`src/rtl/pc_fetch_ctrl.sv`:
```
// PC register, next-PC select and two-state instruction fetch handshake.
// Misaligned jalr/branch/jal targets are redirected to the trap vector.
module pc_fetch_ctrl #(
    parameter logic [31:0] RESET_VEC   = 32'h0000_0000,
    parameter bit          ALIGN_CHECK = 1'b1
) (
    input  logic        CLK,
    input  logic        RST,
    input  logic        PC_WRITE,
    input  logic [2:0]  PC_SOURCE,
    input  logic [31:0] JALR,
    input  logic [31:0] BRANCH,
    input  logic [31:0] JAL,
    input  logic [31:0] MTVEC,
    input  logic [31:0] MEPC,
    input  logic        IMEM_RDY,
    input  logic [31:0] IMEM_DATA,
    output logic        IMEM_REQ,
    output logic [31:0] IMEM_ADDR,
    output logic [31:0] PC,
    output logic [31:0] PC_PLUS4,
    output logic [31:0] IR,
    output logic        IR_VALID,
    output logic        MISALIGN,
    output logic [31:0] MISALIGN_ADDR
);

    localparam int unsigned XLEN = 32;

    typedef enum logic {
        S_FETCH = 1'b0,
        S_HOLD  = 1'b1
    } state_e;

    state_e            state_q, state_d;
    logic [XLEN-1:0]   pc_q, pc_d;
    logic [XLEN-1:0]   ir_q, ir_d;
    logic              mis_q, mis_d;
    logic [XLEN-1:0]   mis_addr_q, mis_addr_d;

    logic [XLEN-1:0]   pc_plus4;
    logic [XLEN-1:0]   target;
    logic              checked_src;
    logic              misalign_c;

    assign pc_plus4 = pc_q + XLEN'(4);

    // Raw next-PC target; only generator-computed targets are alignment checked.
    always_comb begin
        target      = pc_plus4;
        checked_src = 1'b0;
        case (PC_SOURCE)
            3'd1: begin
                target      = JALR & ~XLEN'(1);
                checked_src = 1'b1;
            end
            3'd2: begin
                target      = BRANCH;
                checked_src = 1'b1;
            end
            3'd3: begin
                target      = JAL;
                checked_src = 1'b1;
            end
            3'd4:    target = MTVEC;
            3'd5:    target = MEPC;
            default: target = pc_plus4;
        endcase
    end

    assign misalign_c = ALIGN_CHECK && checked_src && (target[1:0] != 2'b00);

    always_ff @(posedge CLK or posedge RST) begin
        if (RST) begin
            state_q    <= S_FETCH;
            pc_q       <= RESET_VEC;
            ir_q       <= '0;
            mis_q      <= 1'b0;
            mis_addr_q <= '0;
        end else begin
            state_q    <= state_d;
            pc_q       <= pc_d;
            ir_q       <= ir_d;
            mis_q      <= mis_d;
            mis_addr_q <= mis_addr_d;
        end
    end

    // FETCH waits for memory; HOLD waits for the control unit to advance.
    always_comb begin
        state_d    = state_q;
        pc_d       = pc_q;
        ir_d       = ir_q;
        mis_d      = 1'b0;
        mis_addr_d = mis_addr_q;
        case (state_q)
            S_FETCH: begin
                if (IMEM_RDY) begin
                    ir_d    = IMEM_DATA;
                    state_d = S_HOLD;
                end
            end
            S_HOLD: begin
                if (PC_WRITE) begin
                    state_d = S_FETCH;
                    if (misalign_c) begin
                        pc_d       = MTVEC;
                        mis_addr_d = target;
                        mis_d      = 1'b1;
                    end else begin
                        pc_d = target;
                    end
                end
            end
            default: state_d = S_FETCH;
        endcase
    end

    assign IMEM_REQ      = (state_q == S_FETCH);
    assign IR_VALID      = (state_q == S_HOLD);
    assign IMEM_ADDR     = pc_q;
    assign PC            = pc_q;
    assign PC_PLUS4      = pc_plus4;
    assign IR            = ir_q;
    assign MISALIGN      = mis_q;
    assign MISALIGN_ADDR = mis_addr_q;

endmodule

```
`config.mk`:
```
export PLATFORM = sky130hd
export DESIGN_NAME = pc_fetch_ctrl
export DESIGN_NICKNAME = d
export VERILOG_FILES = /design/src/rtl/pc_fetch_ctrl.sv
export SDC_FILE = /design/constraint.sdc
export NUM_CORES = 1
export LEC_CHECK = 0
export CAP_MARGIN = 5
export CELL_PAD_IN_SITES_DETAIL_PLACEMENT = 1
export CELL_PAD_IN_SITES_GLOBAL_PLACEMENT = 2
export CORE_ASPECT_RATIO = 1.2
export CORE_UTILIZATION = 21
export CTS_BUF_LIST = sky130_fd_sc_hd__clkbuf_4 sky130_fd_sc_hd__clkbuf_8
export DETAILED_ROUTE_END_ITERATION = 8
export PLACE_DENSITY = 0.94
export SLEW_MARGIN = 10
export SYNTH_ARGS = -nofsm -noshare
export SYNTH_HDL_FRONTEND = slang
export SYNTH_SLANG_ARGS = --single-unit
```
`constraint.sdc`:
```
create_clock -name CLK -period 3.7 [get_ports CLK]
set_input_delay 0.74 -clock CLK [delete_from_list [all_inputs] [get_ports CLK]]
set_output_delay 0.74 -clock CLK [all_outputs]
set_load 0.05 [all_outputs]
```
==> results of run 1 <==
where the power goes:
part	internal [W]	total, W	switching, W
registers	0.00139	0.00175	0.000361
clock network	0.000458	0.000874	0.000416
logic	0.00157	0.00447	0.00290
metal layers:
metal  GRT usage, %  wire [µm]  vias to the layer above
met5              0         10                        -
met4           6.51        665                        2
met3           6.51       3000                       36
met2           36.2      15700                      305
met1           25.2      12800                     3304
li1               -          -                     3088
critical path: cells and delay by family, from the launching register on:
family / cells / cell delay [ns]
adder cells (fa/ha/maj): 1 / 0.23
buffers and inverters: 1 / 0.19
flip-flops: 1 / 0.53
AND/OR/NAND/NOR: 3 / 1.04
XOR/XNOR: 1 / 0.38
logic make-up (layout without fill, tap and decap cells):
kind of cell / after synthesis / in the layout / synth area share (%)
AOI/OAI and AO/OA: 256 / 256 / 25.4
and+or+nand+nor: 155 / 155 / 13.3
DFF: 98 / 98 / 39.6
buffers and inverters: 97 / 412 / 8.66
muxes: 48 / 48 / 8.54
xor gates and xnor gates: 28 / 28 / 4.21
adders and majority gates: 1 / 1 / 0.202
other: 0 / 4 / 0
layout make-up:
class	count	area, µm²
Timing Repair Buffer	384	3910
Clock inverter	3	90.1
Multi-Input combinational cell	488	3220
Fill cell	3280	18500
Sequential cell	98	2450
Tap cell	385	482
Antenna cell	4	10.0
Clock buffer	11	139
Inverter	14	55.1
through the flow:
stage	util (%)	power, W	cells
detailed placement	35.1	0.00626	1369
floorplan	-	0.00456	683
finish	35.9	0.00709	1387
global route	35.9	0.00738	1384
global placement	35.1	0.00620	1369
CTS	35.9	0.00716	1383
sequential cells by signal (all words and copies together) (netlist names):
| register | flops |
|---|---|
| MISALIGN_ADDR | 32 |
| IR | 32 |
| IMEM_ADDR | 32 |
| IR_VALID | 1 |
| MISALIGN | 1 |
cells in the final DEF, fill, tap and decap left out, types with 6 or more instances in the layout:
| master | netlist | final |
|---|---|---|
| a21oi_1 | 60 | 60 |
| a22o_1 | 6 | 6 |
| a22oi_1 | 36 | 36 |
| a31oi_1 | 7 | 7 |
| buf_12 | 0 | 15 |
| buf_4 | 35 | 28 |
| clkbuf_8 | 2 | 9 |
| clkdlybuf4s50_1 | 0 | 339 |
| dfrtp_1 | 98 | 98 |
| inv_1 | 10 | 9 |
| mux2_2 | 33 | 33 |
| mux2i_1 | 10 | 10 |
| nand2_1 | 47 | 47 |
| nand2b_1 | 11 | 11 |
| nand3_1 | 14 | 14 |
| nor2_1 | 39 | 37 |
| o211ai_1 | 15 | 15 |
| o21ai_0 | 72 | 72 |
| o21ai_1 | 14 | 14 |
| o22ai_1 | 20 | 20 |
| xnor2_1 | 15 | 15 |
| xor2_1 | 11 | 11 |
worst max-delay path by stage:
stage | depth (start not counted) | startpoint | end | slack (ns)
after global placement | 6 | IMEM_ADDR[3] | PC_PLUS4[30] | 0.63
final | 6 | IMEM_ADDR[3] | PC_PLUS4[30] | 0.20
after CTS | 6 | IMEM_ADDR[3] | PC_PLUS4[24] | 0.16
after floorplan | 5 | IMEM_ADDR[2] | PC_PLUS4[30] | 0.17
after global routing | 6 | IMEM_ADDR[2] | PC_PLUS4[30] | 0.02
after detailed placement | 8 | PC_SOURCE[0] | IMEM_ADDR[16] | 0.59
==> results.ini, run 1 <==
[worst_setup_path]
crit_arrival_ns=2.76
critPathSlowestCell=or4_4
ff2ff_path_depth=7
cp-start-kind=flop
r2r-start=IMEM_ADDR[3]
crit_type=flop to output port
worstPathCellList=ha_1 -> nand2_1 -> or4_4 -> nor3_1 -> xor2_1 -> buf_12
cp_max_fo=7
r2r_end=MISALIGN_ADDR[24]
cpPeakStageDelay_ns=0.63
rrSetupSlack_ns=1.11
worstSetupEndpointType=output port
worstPathRequired_ns=2.96

[route]
first_pass_iters=4
drt_wl_total_um=32200
drt_iter0_drc=259
drcViolationCount=0
detail-route-antenna-nets=0
wl_per_cell_um=23.2
viasPerCell=4.86
vias=6735

[grt]
antenna_found_initial=6
grt_pass1_vias=7248
grt_overflow_total=0
grt_max_degree=62
grt_pass1_wl_um=46100
grt_usage_pct=21.2

[pwr]
vdd_ir_drop_max_uv=289
powerDensity_nw_per_um2=684
cellLeakagePower_nw=4.05

[hold_path]
hold_start=MISALIGN_ADDR[16]
whs_path_depth=2
hold_class=flop to flop
hold_end=MISALIGN_ADDR[16]

[synthesis]
ys.flop_type=dfrtp_1
ys_warn_count=0
synthesis.nets=883
async_reset_ff_share_pct=100
synth_cell_types=59
ys_seq_area_share_pct=39.6
syn-cell-area_um2=6190
synth_area_leader_cell=dfrtp_1
syn-mean-instance-area_um2=9.06
syn_inst=683
yosys-top-cells-area=dfrtp_1 (40%), mux2_2 (6.0%), o21ai_0 (5.8%)
synth_edf_count=0
yosys-top-cells-count=dfrtp_1 (98), o21ai_0 (72), a21oi_1 (60)
synth_top_area_share_pct=39.6
yosysMostFrequentCell=dfrtp_1
synth_seq_cells=98

[die]
ios=362
die-area_um2=30100
row_count=68
start_util_pct=21.4
coreArea_um2=28800
dieHeight_um=190
dieWidth_um=159

[timing]
rsz0062_at_grt=false
fin_crit_ns=3.50
finalClockSkew_ns=0.0191
final-max-slew-violation-count=0
fin_hold_ws_ns=0.485
setup_viol=0
timing.final.ws_setup_ns=0.203
maxSlewHeadroom_pct=44.0
setup_tns_ns=0
hold_violations=0
fmax_mhz=286
fin_crit_sh_pct=94.5
worstMarginPinSlew_ns=0.840

[run_status]
status=complete, no violations

[place]
detailed_place.area_um2=10100
place_congestion=0.798
portBuffers=360
dp_slack_ns=0.592
place.detailed.hpwl_um=24400

[final_layout]
nNetsFinal=1195
drive_gt1_share_pct=11.8
finalInstanceArea_um2=10400
area_growth_pct=67.5

[clock_tree]
post_cts_buffers=0
cts.clk_slew.worst_paths_ns=0.11
insertion_delay_ns=0.40
clock_path_buffers=2
cts_root_buf=clkbuf_8
tritoncts=done
cts_buffers=9
postCtsHoldBufs=0
cts.htree.levels=3
ctsResizeCount=0
numClockSinks=98

[run]
drv_cap=0

(Power assumes the default switching activity.)
==> inputs of run 2 (changes only) <==
CAP_MARGIN = 20   (was 5)
GPL_TIMING_DRIVEN = 0   (was not set)
==> run 2 against run 1 <==
Compared with the run above: the run now ends with negative setup slack left; global-route usage up 3.3 points; clock skew up 0.0065 ns; combinational power up 2%; worst setup slack worse by 0.22 ns; critical path depth unchanged; non-clock buffer count up 62; fmax down 5.8%; sequential share of layout area down 0.29 points; via count up 6.3%; sequential power about the same; critical path type unchanged.
==> results.ini, run 2 (synthesis results as in run 1) <==
[grt]
grt_max_degree=58  ; was 62
grt_pass1_wl_um=51800  ; was 46100 µm
grt_usage_pct=24.5  ; was 21.2%
grt_pass1_vias=7808  ; was 7248
antenna_found_initial=2  ; was 6
grt_overflow_total=0  ; unchanged

[route]
first_pass_iters=4  ; unchanged
detail-route-antenna-nets=0  ; unchanged
drt_wl_total_um=37100  ; was 32200 µm
drt_iter0_drc=354  ; was 259
drcViolationCount=0  ; unchanged
viasPerCell=4.95  ; was 4.86
wl_per_cell_um=25.6  ; was 23.2 µm
vias=7162  ; was 6735

[clock_tree]
cts.htree.levels=3  ; unchanged
cts.clk_slew.worst_paths_ns=0.12  ; was 0.11 ns
tritoncts=done  ; unchanged
postCtsHoldBufs=0  ; unchanged
insertion_delay_ns=0.42  ; was 0.40 ns
cts_buffers=9  ; unchanged
clock_path_buffers=2  ; unchanged
cts_root_buf=clkbuf_8  ; unchanged
numClockSinks=98  ; unchanged

[pwr]
swShare_pct=53.6  ; was 51.8%
power_frac_comb_pct=64.6  ; was 63.0%
power.switching_w=0.00377  ; was 0.00367 W
seqPwrFrac_pct=25.2  ; was 24.7%
vdd_ir_drop_max_uv=283  ; was 289 µV
powerDensity_nw_per_um2=670  ; was 684 nW/µm²
power.internal_w=0.00327  ; was 0.00342 W
cellLeakagePower_nw=4.17  ; was 4.05 nW
clockPowerShare_pct=10.2  ; was 12.3%

[timing]
timing.final.ws_setup_ns=-0.0122  ; was 0.203 ns
finalClockSkew_ns=0.0256  ; was 0.0191 ns
setup_viol=1  ; was 0
worstMarginPinSlew_ns=1.21  ; was 0.840 ns
fin_crit_sh_pct=100  ; was 94.5%
final-max-slew-violation-count=0  ; unchanged
hold_violations=0  ; unchanged
maxSlewHeadroom_pct=19.2  ; was 44.0%
fin_crit_ns=3.71  ; was 3.50 ns
fmax_mhz=269  ; was 286 MHz
setup_tns_ns=-0.0122  ; was 0 ns
fin_hold_ws_ns=0.491  ; was 0.485 ns

[worst_setup_path]
critPathSlowestCell=or4_4  ; unchanged
cpPeakStageDelay_ns=0.65  ; was 0.63 ns
crit_arrival_ns=2.97  ; was 2.76 ns
critical_path.top_delay_family=simple AND/OR/NAND/NOR gates  ; unchanged
worstPathRequired_ns=2.96  ; about the same
crit_type=flop to output port  ; unchanged
worstPathCellList=ha_2 -> nand2_1 -> or4_4 -> nor3_1 -> xor2_1 -> buf_2  ; was ha_1 -> nand2_1 -> or4_4 -> nor3_1 -> xor2_1 -> buf_12
cp_num_buf_inv=1  ; unchanged
cp_max_fo=5  ; was 7
cp.depth=6  ; unchanged
worstSetupEndpointType=output port  ; unchanged
cp-start-kind=flop  ; unchanged
ff2ff_path_depth=7  ; unchanged

[die]
coreArea_um2=28800  ; unchanged
dieWidth_um=159  ; unchanged
dieHeight_um=190  ; unchanged
row_count=68  ; unchanged
die-area_um2=30100  ; unchanged
ios=362  ; unchanged
start_util_pct=21.4  ; unchanged

[run_status]
violations=negative setup slack
status=finished, violations left  ; was complete, no violations

[final_layout]
multiInputGateArea_um2=3240  ; was 3220 µm²
final_cell_mix=clkdlybuf4s50_1 (341), dfrtp_1 (93), o21ai_0 (72), a21oi_1 (60), nand2_1 (47)  ; was clkdlybuf4s50_1 (339), dfrtp_1 (98), o21ai_0 (72), a21oi_1 (60), nand2_1 (47)
nNetsFinal=1257  ; was 1195
area_growth_pct=70.0  ; was 67.5%
finalNonFillerCells=1448  ; was 1387
seq_area_um2=2460  ; was 2450 µm²
final_common_cell=clkdlybuf4s50_1  ; unchanged
final_core_util_pct=36.5  ; was 35.9%
drive_gt1_share_pct=13.1  ; was 11.8%
fill_cells=3323  ; was 3280

[place]
place.detailed.hpwl_um=28900  ; was 24400 µm
place_congestion=0.858  ; was 0.798
dp_cells=1427  ; was 1369
portBuffers=358  ; was 360

[run]
drv_cap=0  ; unchanged

[hold_path]
hold_class=flop to flop  ; unchanged
whs_path_depth=2  ; unchanged

run 2: changes by cell type in the layout (fill, tap and decap cells not counted), sizes merged, moves of 3 or more:
cell           delta
clkinv            +4
bufinv            -3
clkdlybuf4s15     +3
dlygate4sd2       +6
buf              +15
clkbuf           +33
run 2: routing by layer:
metal | vias to the layer above | part of all wire, % | GRT usage, %
met5 | - | 0 | 0
met4 | 0 | 2.8 | 9.99
met3 | 48 | 7.8 | 5.90
met2 | 334 | 51 | 44.0
met1 | 3568 | 39 | 27.4
li1 | 3212 | - | -
run 2: cell type report:
class,count,share of cell area (%)
repair buffers,363,34.4
multi-input cells,488,30.8
flip-flops and latches,98,23.4
plain buffers,83,4.59
well taps,385,4.58
clock buffers,12,1.51
inverters,14,0.547
clock inverters,3,0.143
diodes,2,0.0476
run 2: worst paths after layout:
path / start / to / slack, ns
worst min register to register: MISALIGN_ADDR[16] / MISALIGN_ADDR[16] / 0.49
min in group asynchronous: RST / IR[5] / 0.73
worst min-delay path: MISALIGN_ADDR[16] / MISALIGN_ADDR[16] / 0.49
worst max-delay path: IMEM_ADDR[3] / PC_PLUS4[30] / -0.01
max in group asynchronous: RST / IMEM_ADDR[5] / 2.31
worst max register to register: IMEM_ADDR[3] / IMEM_ADDR[30] / 1.10
run 2: power by group through the flow:
| stage | Sequential (W) | Combinational (W) | Clock (W) |
|---|---|---|---|
| 2_1_floorplan | 0.00284 | 0.00172 | 0 |
| 3_3_place_gp | 0.00178 | 0.00450 | 0 |
| 3_5_place_dp | 0.00180 | 0.00455 | 0 |
| 4_1_cts | 0.00179 | 0.00455 | 0.000738 |
| 5_1_grt | 0.00182 | 0.00474 | 0.000770 |
| 6_report | 0.00178 | 0.00455 | 0.000715 |
run 2: timing repair:
action	CTS	global route
endpoints found under the setup margin	19	12
setup buffers	0	4
resized for setup	43	13
cloned	0	0
run 2: per-stage QoR:
step	area (µm²)	power, W	setup slack [ns]
after floorplan	6190	0.00456	0.173
after global placement	10300	0.00628	-1.57
after detailed placement	10300	0.00635	-0.526
after CTS	10500	0.00707	-0.0166
after global routing	10500	0.00732	-0.0149
final	10500	0.00704	-0.0122
run 2: tightest hold or removal path, delay by kind of cell (launching register included):
kind / cells / cell delay, ns
AND/OR/NAND/NOR: 2 / 0.10
flip-flops: 1 / 0.36
==> inputs of run 3 (changes only) <==
SLEW_MARGIN = not set   (was 10)
==> run 3 against run 2 <==
Compared with the run above: the flow now finishes without violations; clock skew decreased by 0.0077 ns; sequential share of layout area about the same; hold slack worse by 0.0017 ns; via count did not move; register-to-register slack better by 0.03 ns; worst setup slack improved by 0.099 ns; critical endpoint is now PC_PLUS4[25]; largest cell class unchanged; largest power group unchanged.
==> results.ini, run 3 (synthesis results as in run 1) <==
[route]
viasPerCell=4.94  ; was 4.95
drt-met1-wl_um=14000  ; was 14300 µm
drt_iter0_drc=350  ; was 354
first_pass_iters=4  ; unchanged
detail-route-antenna-nets=0  ; unchanged
drcViolationCount=0  ; unchanged
route.met3.wl_um=3160  ; was 2900 µm
drt_wl_total_um=37100  ; about the same
vias=7162  ; unchanged
wl_per_cell_um=25.6  ; about the same
route.met2.wl_um=18900  ; was 18800 µm
highest_layer=met4  ; unchanged

[final_layout]
area_growth_pct=70.0  ; about the same
multiInputGateArea_um2=3240  ; unchanged
fill_cells=3325  ; was 3323
final_core_util_pct=36.5  ; about the same
drive_gt1_share_pct=13.1  ; unchanged
final_common_cell=clkdlybuf4s50_1  ; unchanged
seq_area_um2=2460  ; unchanged
finalNonFillerCells=1449  ; was 1448
finalInstanceArea_um2=10500  ; about the same
final_cell_mix=clkdlybuf4s50_1 (341), dfrtp_1 (93), o21ai_0 (72), a21oi_1 (60), nand2_1 (47)  ; unchanged
nNetsFinal=1257  ; unchanged

[place]
dp_cells=1427  ; unchanged
portBuffers=358  ; unchanged
place_congestion=0.858  ; unchanged
place.detailed.hpwl_um=28900  ; unchanged
detailed_place.area_um2=10300  ; about the same

[timing]
finalClockSkew_ns=0.0179  ; was 0.0256 ns
fin_crit_ns=3.61  ; was 3.71 ns
rsz0062_at_grt=false
fmax_mhz=277  ; was 269 MHz
worstMarginPinSlew_ns=1.21  ; about the same
hold_violations=0  ; unchanged
final-max-slew-violation-count=0  ; unchanged
maxSlewHeadroom_pct=19.2  ; about the same
setup_tns_ns=0  ; was -0.0122 ns
fin_crit_sh_pct=97.7  ; was 100%
setup_viol=0  ; was 1

[grt]
grt_max_degree=58  ; unchanged
antenna_found_initial=2  ; unchanged
grt_pass1_vias=7820  ; was 7808
grt_overflow_total=0  ; unchanged
grt_usage_pct=24.5  ; about the same
grt_pass1_wl_um=51800  ; about the same

[worst_setup_path]
cp-start-kind=flop  ; unchanged
crit_arrival_ns=2.87  ; was 2.97 ns
cp_max_fo=8  ; was 5
crit_type=flop to output port  ; unchanged
worstPathRequired_ns=2.96  ; about the same
cpPeakStageDelay_ns=0.69  ; was 0.65 ns
worstPathCellList=nand4_4 -> or4_4 -> nor3_4 -> xor2_2 -> dlygate4sd2_1  ; was ha_2 -> nand2_1 -> or4_4 -> nor3_1 -> xor2_1 -> buf_2
critPathSlowestCell=or4_4  ; unchanged
ff2ff_path_depth=7  ; unchanged
worstSetupEndpointType=output port  ; unchanged

[pwr]
cellLeakagePower_nw=4.17  ; about the same
powerDensity_nw_per_um2=669  ; was 670 nW/µm²
vdd_ir_drop_max_uv=282  ; was 283 µV
total_power_w=0.00704  ; about the same

[die]
ios=362  ; unchanged
dieWidth_um=159  ; unchanged
start_util_pct=21.4  ; unchanged
die-area_um2=30100  ; unchanged
row_count=68  ; unchanged
coreArea_um2=28800  ; unchanged
dieHeight_um=190  ; unchanged

[clock_tree]
tritoncts=done  ; unchanged
postCtsHoldBufs=0  ; unchanged
cts_buffers=9  ; unchanged
insertion_delay_ns=0.41  ; was 0.42 ns
numClockSinks=98  ; unchanged
cts_root_buf=clkbuf_8  ; unchanged
clock_path_buffers=2  ; unchanged
cts.clk_slew.worst_paths_ns=0.11  ; was 0.12 ns
cts.htree.levels=3  ; unchanged

[hold_path]
hold_class=flop to flop  ; unchanged
whs_path_depth=2  ; unchanged

[run_status]
status=complete, no violations  ; was finished, violations left

[run]
drv_cap=0  ; unchanged

## run 3: cell types whose count changed in the layout (fill, tap and decap cells not counted)
cell,previous run,this run
inv_4,0,1
buf_4,40,41
buf_2,14,13
diode_2,2,3
inv_6,1,0
## run 3: timing repair
action                                  CTS  global route
gates resized for setup                  43            15
endpoints found under the setup margin   19            11
setup buffers                             0             4
pin swaps                                 0             0
## run 3: worst paths after layout
path / startpoint / endpoint / slack, ns
max: IMEM_ADDR[6] / PC_PLUS4[25] / 0.09
min: MISALIGN_ADDR[16] / MISALIGN_ADDR[16] / 0.49
max reg2reg: IMEM_ADDR[3] / MISALIGN_ADDR[24] / 1.13
min reg2reg: MISALIGN_ADDR[16] / MISALIGN_ADDR[16] / 0.49
max in group asynchronous: RST / IMEM_ADDR[5] / 2.20
min in group asynchronous: RST / IR[5] / 0.76
## run 3: stage by stage
step	setup WS, ns	hold WS (ns)
2_1_floorplan	0.173	0.740
3_3_place_gp	-1.57	0.454
3_5_place_dp	-0.526	0.472
4_1_cts	-0.0107	0.497
5_1_grt	0.0153	0.526
6_report	0.0866	0.489
## run 3: final cells by class
class / count / share of cell area [%]
timing repair buffer: 363 / 34.4
multi-input combinational: 488 / 30.8
sequential: 98 / 23.4
buffer: 83 / 4.59
tap: 385 / 4.58
clock buffer: 12 / 1.51
inverter: 14 / 0.523
clock inverter: 3 / 0.143
antenna: 3 / 0.0714
## run 3: layer usage
layer | up-vias | track usage, %
met5 | - | 0
met4 | 0 | 9.76
met3 | 42 | 5.88
met2 | 356 | 44.2
met1 | 3552 | 27.3
li1 | 3212 | -
## run 3: power breakdown
| group | switching [W] | internal, W | total (W) |
|---|---|---|---|
| Combinational | 0.00296 | 0.00159 | 0.00455 |
| Clock | 0.000429 | 0.000283 | 0.000712 |
| Sequential | 0.000381 | 0.00139 | 0.00177 |
## run 3: worst max-delay path: cells and delay by family, from the launching register on
| kind | cells | cell delay [ns] |
|---|---|---|
| xor gates and xnor gates | 1 | 0.18 |
| buffers and inverters | 1 | 0.57 |
| DFF | 1 | 0.50 |
| and+or+nand+nor | 3 | 1.18 |
